[src/rtl/sha256_msg_padder_pkg.sv]
// Shared constants, state/pad-phase encodings and the length-field helper for the SHA-256 padder.
package sha256_msg_padder_pkg;

  localparam int SHA256_BLOCK_BYTES = 64;
  localparam int SHA256_LEN_BYTES   = 8;
  localparam logic [7:0] SHA256_PAD_MARKER = 8'h80;
  localparam int LEN_POS = SHA256_BLOCK_BYTES - SHA256_LEN_BYTES;

  typedef enum logic [1:0] {
    ST_IDLE,
    ST_LOAD,
    ST_FIN,
    ST_EMIT
  } state_t;

  typedef enum logic [1:0] {
    PAD_NONE,
    PAD_MARKER,
    PAD_LENGTH
  } pad_phase_t;

  // Overwrites the trailing 8 bytes of a block with the big-endian bit length.
  function automatic logic [511:0] insert_len(input logic [511:0] blk, input logic [63:0] len);
    insert_len = {blk[511:64], len};
  endfunction

endpackage

[src/rtl/sha256_msg_padder.sv]
// Byte-serial message in, FIPS 180-4 padded 512-bit blocks out; block_valid follows the 64th byte by one edge,
// a last-byte block by two (FIN cycle); EMIT holds block_out/block_last stable and data_ready low until block_ready.
module sha256_msg_padder
  import sha256_msg_padder_pkg::*;
#(
  parameter int CNT_W = 32
) (
  input  logic         clk,
  input  logic         rst_n,
  input  logic         start,
  input  logic [7:0]   data_in,
  input  logic         data_valid,
  input  logic         data_last,
  output logic         data_ready,
  output logic [511:0] block_out,
  output logic         block_valid,
  output logic         block_last,
  input  logic         block_ready,
  output logic         busy,
  output logic         len_err
);

  state_t             state;
  pad_phase_t         pad_phase;
  logic [6:0]         idx;
  logic [CNT_W-1:0]   count;
  logic [511:0]       buffer;

  logic               accept;
  logic               handshake;
  logic [6:0]         idx_inc;
  logic [CNT_W-1:0]   count_inc;
  logic [63:0]        len_field;
  logic [511:0]       marker_buf;

  assign data_ready = (state == ST_LOAD);
  assign busy       = (state != ST_IDLE);
  assign block_out  = buffer;
  assign accept     = data_valid & data_ready;
  assign handshake  = block_valid & block_ready;
  assign idx_inc    = idx + 7'd1;
  assign count_inc  = count + CNT_W'(1);
  assign len_field  = 64'({count, 3'b000});

  // Marker at idx, zeros after it, and the length too when it still fits in this block.
  always_comb begin
    marker_buf = buffer;
    for (int i = 0; i < SHA256_BLOCK_BYTES; i++) begin
      if (7'(i) == idx) begin
        marker_buf[511-8*i -: 8] = SHA256_PAD_MARKER;
      end else if (7'(i) > idx) begin
        marker_buf[511-8*i -: 8] = 8'h00;
      end
    end
    if (idx < 7'(LEN_POS)) begin
      marker_buf = insert_len(marker_buf, len_field);
    end
  end

  always_ff @(posedge clk or negedge rst_n) begin
    if (!rst_n) begin
      state       <= ST_IDLE;
      pad_phase   <= PAD_NONE;
      idx         <= '0;
      count       <= '0;
      buffer      <= '0;
      block_valid <= 1'b0;
      block_last  <= 1'b0;
      len_err     <= 1'b0;
    end else begin
      case (state)
        ST_IDLE: begin
          if (start) begin
            buffer     <= '0;
            idx        <= '0;
            count      <= '0;
            len_err    <= 1'b0;
            pad_phase  <= PAD_NONE;
            block_last <= 1'b0;
            state      <= ST_LOAD;
          end
        end

        ST_LOAD: begin
          if (accept) begin
            buffer[{~idx[5:0], 3'b000} +: 8] <= data_in;
            idx   <= idx_inc;
            count <= count_inc;
            if (count_inc == '0) begin
              len_err <= 1'b1;
            end
            if (data_last) begin
              pad_phase <= PAD_MARKER;
            end
            // A full block always goes out first; a pending marker rides along to the next FIN.
            if (idx_inc == 7'(SHA256_BLOCK_BYTES)) begin
              block_valid <= 1'b1;
              block_last  <= 1'b0;
              state       <= ST_EMIT;
            end else if (data_last) begin
              state <= ST_FIN;
            end
          end
        end

        ST_FIN: begin
          if (pad_phase == PAD_MARKER) begin
            buffer <= marker_buf;
            if (idx < 7'(LEN_POS)) begin
              block_last <= 1'b1;
              pad_phase  <= PAD_NONE;
            end else begin
              block_last <= 1'b0;
              pad_phase  <= PAD_LENGTH;
            end
          end else begin
            buffer     <= insert_len('0, len_field);
            block_last <= 1'b1;
            pad_phase  <= PAD_NONE;
          end
          block_valid <= 1'b1;
          state       <= ST_EMIT;
        end

        ST_EMIT: begin
          if (handshake) begin
            buffer      <= '0;
            idx         <= '0;
            block_valid <= 1'b0;
            block_last  <= 1'b0;
            if (pad_phase != PAD_NONE) begin
              state <= ST_FIN;
            end else if (block_last) begin
              state <= ST_IDLE;
            end else begin
              state <= ST_LOAD;
            end
          end
        end

        default: state <= ST_IDLE;
      endcase
    end
  end

endmodule

[config.mk]
export PLATFORM = sky130hd
export DESIGN_NAME = sha256_msg_padder
export DESIGN_NICKNAME = d
export VERILOG_FILES = /design/src/rtl/sha256_msg_padder_pkg.sv /design/src/rtl/sha256_msg_padder.sv
export SDC_FILE = /design/constraint.sdc
export NUM_CORES = 1
export LEC_CHECK = 0
export CORE_MARGIN = 2
export CORE_UTILIZATION = 53
export CTS_CLUSTER_DIAMETER = 40
export DETAILED_ROUTE_END_ITERATION = 12
export GPL_TIMING_DRIVEN = 0
export PLACE_DENSITY = 0.82
export SLEW_MARGIN = 25
export SYNTH_ARGS = -nofsm -noshare
export SYNTH_HDL_FRONTEND = slang
export SYNTH_SLANG_ARGS = --single-unit
export TNS_END_PERCENT = 10
[constraint.sdc]
create_clock -name clk -period 3.8 [get_ports clk]
set_clock_uncertainty 0.15 [all_clocks]
set_input_delay 0.57 -clock clk [delete_from_list [all_inputs] [get_ports clk]]
set_output_delay 0.57 -clock clk [all_outputs]
set_load 0.01 [all_outputs]
==> results.sh <==
export IMPL_nets=3554
export IMPL_max_freq_mhz=259
export IMPL_syn_instance_count=2894
export IMPL_ant_nets=0
export IMPL_tightest_slew_ps=1190
export IMPL_h_tree_depth=3
export IMPL_floorplan_initialDensity=0.533
export IMPL_p_sw_frac=0.434
export IMPL_cts_root_buf="clkbuf_16"
export IMPL_end_kind="flip-flop"
export IMPL_fillCellCount=3617
export IMPL_cp_cell_sequence="ha_1, nand3_1, nand3_1, a21boi_2, clkbuf_1, nor2_1, a21o_1, a32oi_1"
export IMPL_violations="setup timing"
export IMPL_hp_class="flip-flop to flip-flop"
export IMPL_cp_slowest_stage_delay_ps=780
export IMPL_crit_arrival_ps=4260
export IMPL_hold_ws_ps=353
export IMPL_drive_above_1_share=0.115
export IMPL_clk_pin_slew_ps=60
export IMPL_clkPwrFrac=0.378
export IMPL_async_reset_ff_frac=1.00
export IMPL_num_vias=28400
export IMPL_outcome="finished, violations left"
export IMPL_synth_nets=2919
export IMPL_critPathRequiredTime_ps=4200
export IMPL_track_usage=0.469
export IMPL_num_io_pins=531
export IMPL_synth_most_common_cell="nor2_1"
export IMPL_yosysSeqAreaShare=0.501
export IMPL_clock_latency_ps=640
export IMPL_place_congestion=1.04
export IMPL_p_leak_nw=16.7
export IMPL_path_delay_family="compound AO/OA/AOI/OAI gates"
export IMPL_routed_wl_um=130000
export IMPL_maxCapViolCount=0
export IMPL_cts_tree="built"
export IMPL_relSlewSlack=0.205
export IMPL_critPathLaunchType="flip-flop"
export IMPL_finalPower_mw=22.4
export IMPL_setup_slack_ps=-64.3
export IMPL_drt_iter0_drc=3318
export IMPL_fp_dieW_um=233
export IMPL_switching_power_mw=9.72
export IMPL_hpwl_um=92600
export IMPL_die_height_um=233
export IMPL_fin_cells=4289
export IMPL_crit_top_cell="nand3_1"
export IMPL_numClockSinks=558
export IMPL_fp_coreArea_um2=52200
export IMPL_ys_warnings_count=0
export IMPL_power_frac_comb=0.347
export IMPL_drv_slew=0
export IMPL_synth_top_cells_by_count="569 x nor2_1, 558 x dfrtp_1, 356 x mux2i_1"
export IMPL_grt_pass1_wl_um=187000
export IMPL_viasPerCell=6.62
export IMPL_syn_area_um2=27900
export IMPL_hold_violations=0
export IMPL_irDropWorstVdd_mv=0.391
export IMPL_min_period_over_period=1.02
export IMPL_antenna_found_initial=7
export IMPL_grt_ovfl_total=0
export IMPL_setup_tns_ps=-489
export IMPL_cts_made_buffers=86
export IMPL_dr_pass1_iters=8
export IMPL_area_growth_pct=35.8
export IMPL_clk_path_buf_depth=3
export IMPL_powerDensity_nw_per_um2=592
export IMPL_synth_distinct_cells=82
export IMPL_route_detailed_drc=0
export IMPL_die_area_um2=54400
export IMPL_worstSetupPathType="flip-flop to flip-flop"
export IMPL_synth_edf_count=0
export IMPL_synth_top_area_cell="dfrtp_1"
export IMPL_synth_area_top_cells="dfrtp_1 50%, mux2i_1 13%, nor2_1 7.7%"
export IMPL_ys_seq_elements=558
export IMPL_grt_max_degree=101
export IMPL_rows=84
export IMPL_first_global_vias=28500
export IMPL_grt_setup_unrepaired="yes"
export IMPL_synth_ff_type="dfrtp_1"
export IMPL_intPower_mw=12.7
export IMPL_dp_slack_ps=-1140
export IMPL_placed_cells=4115
export IMPL_path_buf_inv=1
export IMPL_critPathMaxFanout=10
export IMPL_post_drt_wl_per_cell_um=30.2
export IMPL_synth_top_area_share=0.501
export IMPL_avgSynthCellArea_um2=9.63
export IMPL_fin_crit_ps=3860
export IMPL_setup_viol=14
export IMPL_cp_slowest_cell="a21boi_2"
export IMPL_seqPwrFrac=0.275
export IMPL_port_buffers=527
## kinds of logic (layout without fill, tap and decap cells)
| kind of cell | after synthesis | count (layout) | synth area share |
|---|---|---|---|
| fa+ha+maj | 11 | 11 | 0.00494 |
| mux | 395 | 395 | 0.144 |
| xor+xnor | 12 | 12 | 0.00431 |
| flops | 558 | 558 | 0.501 |
| buf+inv | 215 | 921 | 0.0313 |
| simple gates | 1156 | 1156 | 0.191 |
| other cells | 0 | 1 | 0 |
| compound gates | 547 | 547 | 0.124 |
## layer usage
metal / vias up / track usage / routed length, µm
li1: 11600 / - / -
met5: - / 0.00735 / 23
met3: 591 / 0.152 / 15700
met2: 2243 / 0.722 / 58200
met1: 14000 / 0.573 / 46600
met4: 4 / 0.289 / 9280
## worst paths after layout
kind,start,to,slack (ps),cells after the start
hold / removal,block_out[25],block_out[25],350,2
hold reg to reg,block_out[25],block_out[25],350,2
setup reg to reg,idx[1],block_out[215],-60,8
min in group asynchronous,rst_n,block_out[348],430,2
setup / recovery,idx[1],block_out[215],-60,8
max in group asynchronous,rst_n,block_out[82],1190,5
## tightest hold or removal path, delay by kind of cell (launching register included)
kind | cells | cell delay (ps)
AOI/OAI and AO/OA | 1 | 60
DFF | 1 | 350
and+or+nand+nor | 1 | 50
## power by group through the flow
stage	combinational (mW)	sequential, mW	clock (mW)
finish	7.77	6.15	8.46
global route	7.94	6.15	8.73
CTS	7.17	6.14	8.43
detailed placement	6.96	6.24	0
global placement	6.81	6.25	0
floorplan	3.86	6.24	0
## registers in the layout, summed over array words and instances, names as in the netlist
| signal | cells |
|---|---|
| idx | 7 |
| block_valid | 1 |
| count | 32 |
| pad_phase | 2 |
| len_err | 1 |
| block_last | 1 |
| state | 2 |
| block_out | 512 |
## area by class of cell
| class | count | area [µm²] | area share |
|---|---|---|---|
| Multi-Input combinational cell | 2121 | 13400 | 0.354 |
| Clock buffer | 96 | 2280 | 0.0603 |
| Clock inverter | 63 | 793 | 0.0210 |
| Tap cell | 688 | 861 | 0.0228 |
| Antenna cell | 1 | 2.50 | 0.0000661 |
| Buffer | 189 | 838 | 0.0222 |
| Timing Repair Buffer | 548 | 5610 | 0.148 |
| Inverter | 25 | 95.1 | 0.00251 |
| Sequential cell | 558 | 14000 | 0.369 |
## cell usage in the layout (no fill, tap or decap), types with 20 or more instances in the layout
master | Yosys | routed
a21oi_1 | 152 | 150
a22oi_1 | 35 | 35
a31oi_1 | 32 | 31
a32o_1 | 21 | 21
and2_1 | 25 | 25
buf_2 | 42 | 43
clkbuf_1 | 134 | 116
clkbuf_16 | 0 | 88
clkbuf_2 | 2 | 20
clkdlybuf4s50_1 | 0 | 526
dfrtp_1 | 558 | 558
inv_1 | 24 | 24
mux2_2 | 39 | 39
mux2i_1 | 356 | 356
nand2_1 | 226 | 219
nand3_1 | 110 | 108
nand4_1 | 23 | 23
nor2_1 | 569 | 542
nor2_2 | 7 | 28
nor3_1 | 79 | 71
nor3_4 | 19 | 23
o21ai_0 | 152 | 146
o31ai_1 | 38 | 38
## stage by stage
step                      cell area (µm²)   util
final                               37800  0.724
after global routing                37800  0.724
after CTS                           37500  0.717
after detailed placement            34200  0.654
after global placement              34000  0.651
after floorplan                     27900      -
## timing repair
action,in CTS,in global routing
hold buffers,1,0
pin swaps,6,14
buffers inserted,5,9
resized for setup,54,75
endpoints found under the setup margin,476,424
endpoints found under the hold margin,94,0
No activity file was read; power rests on OpenSTA's default activity.
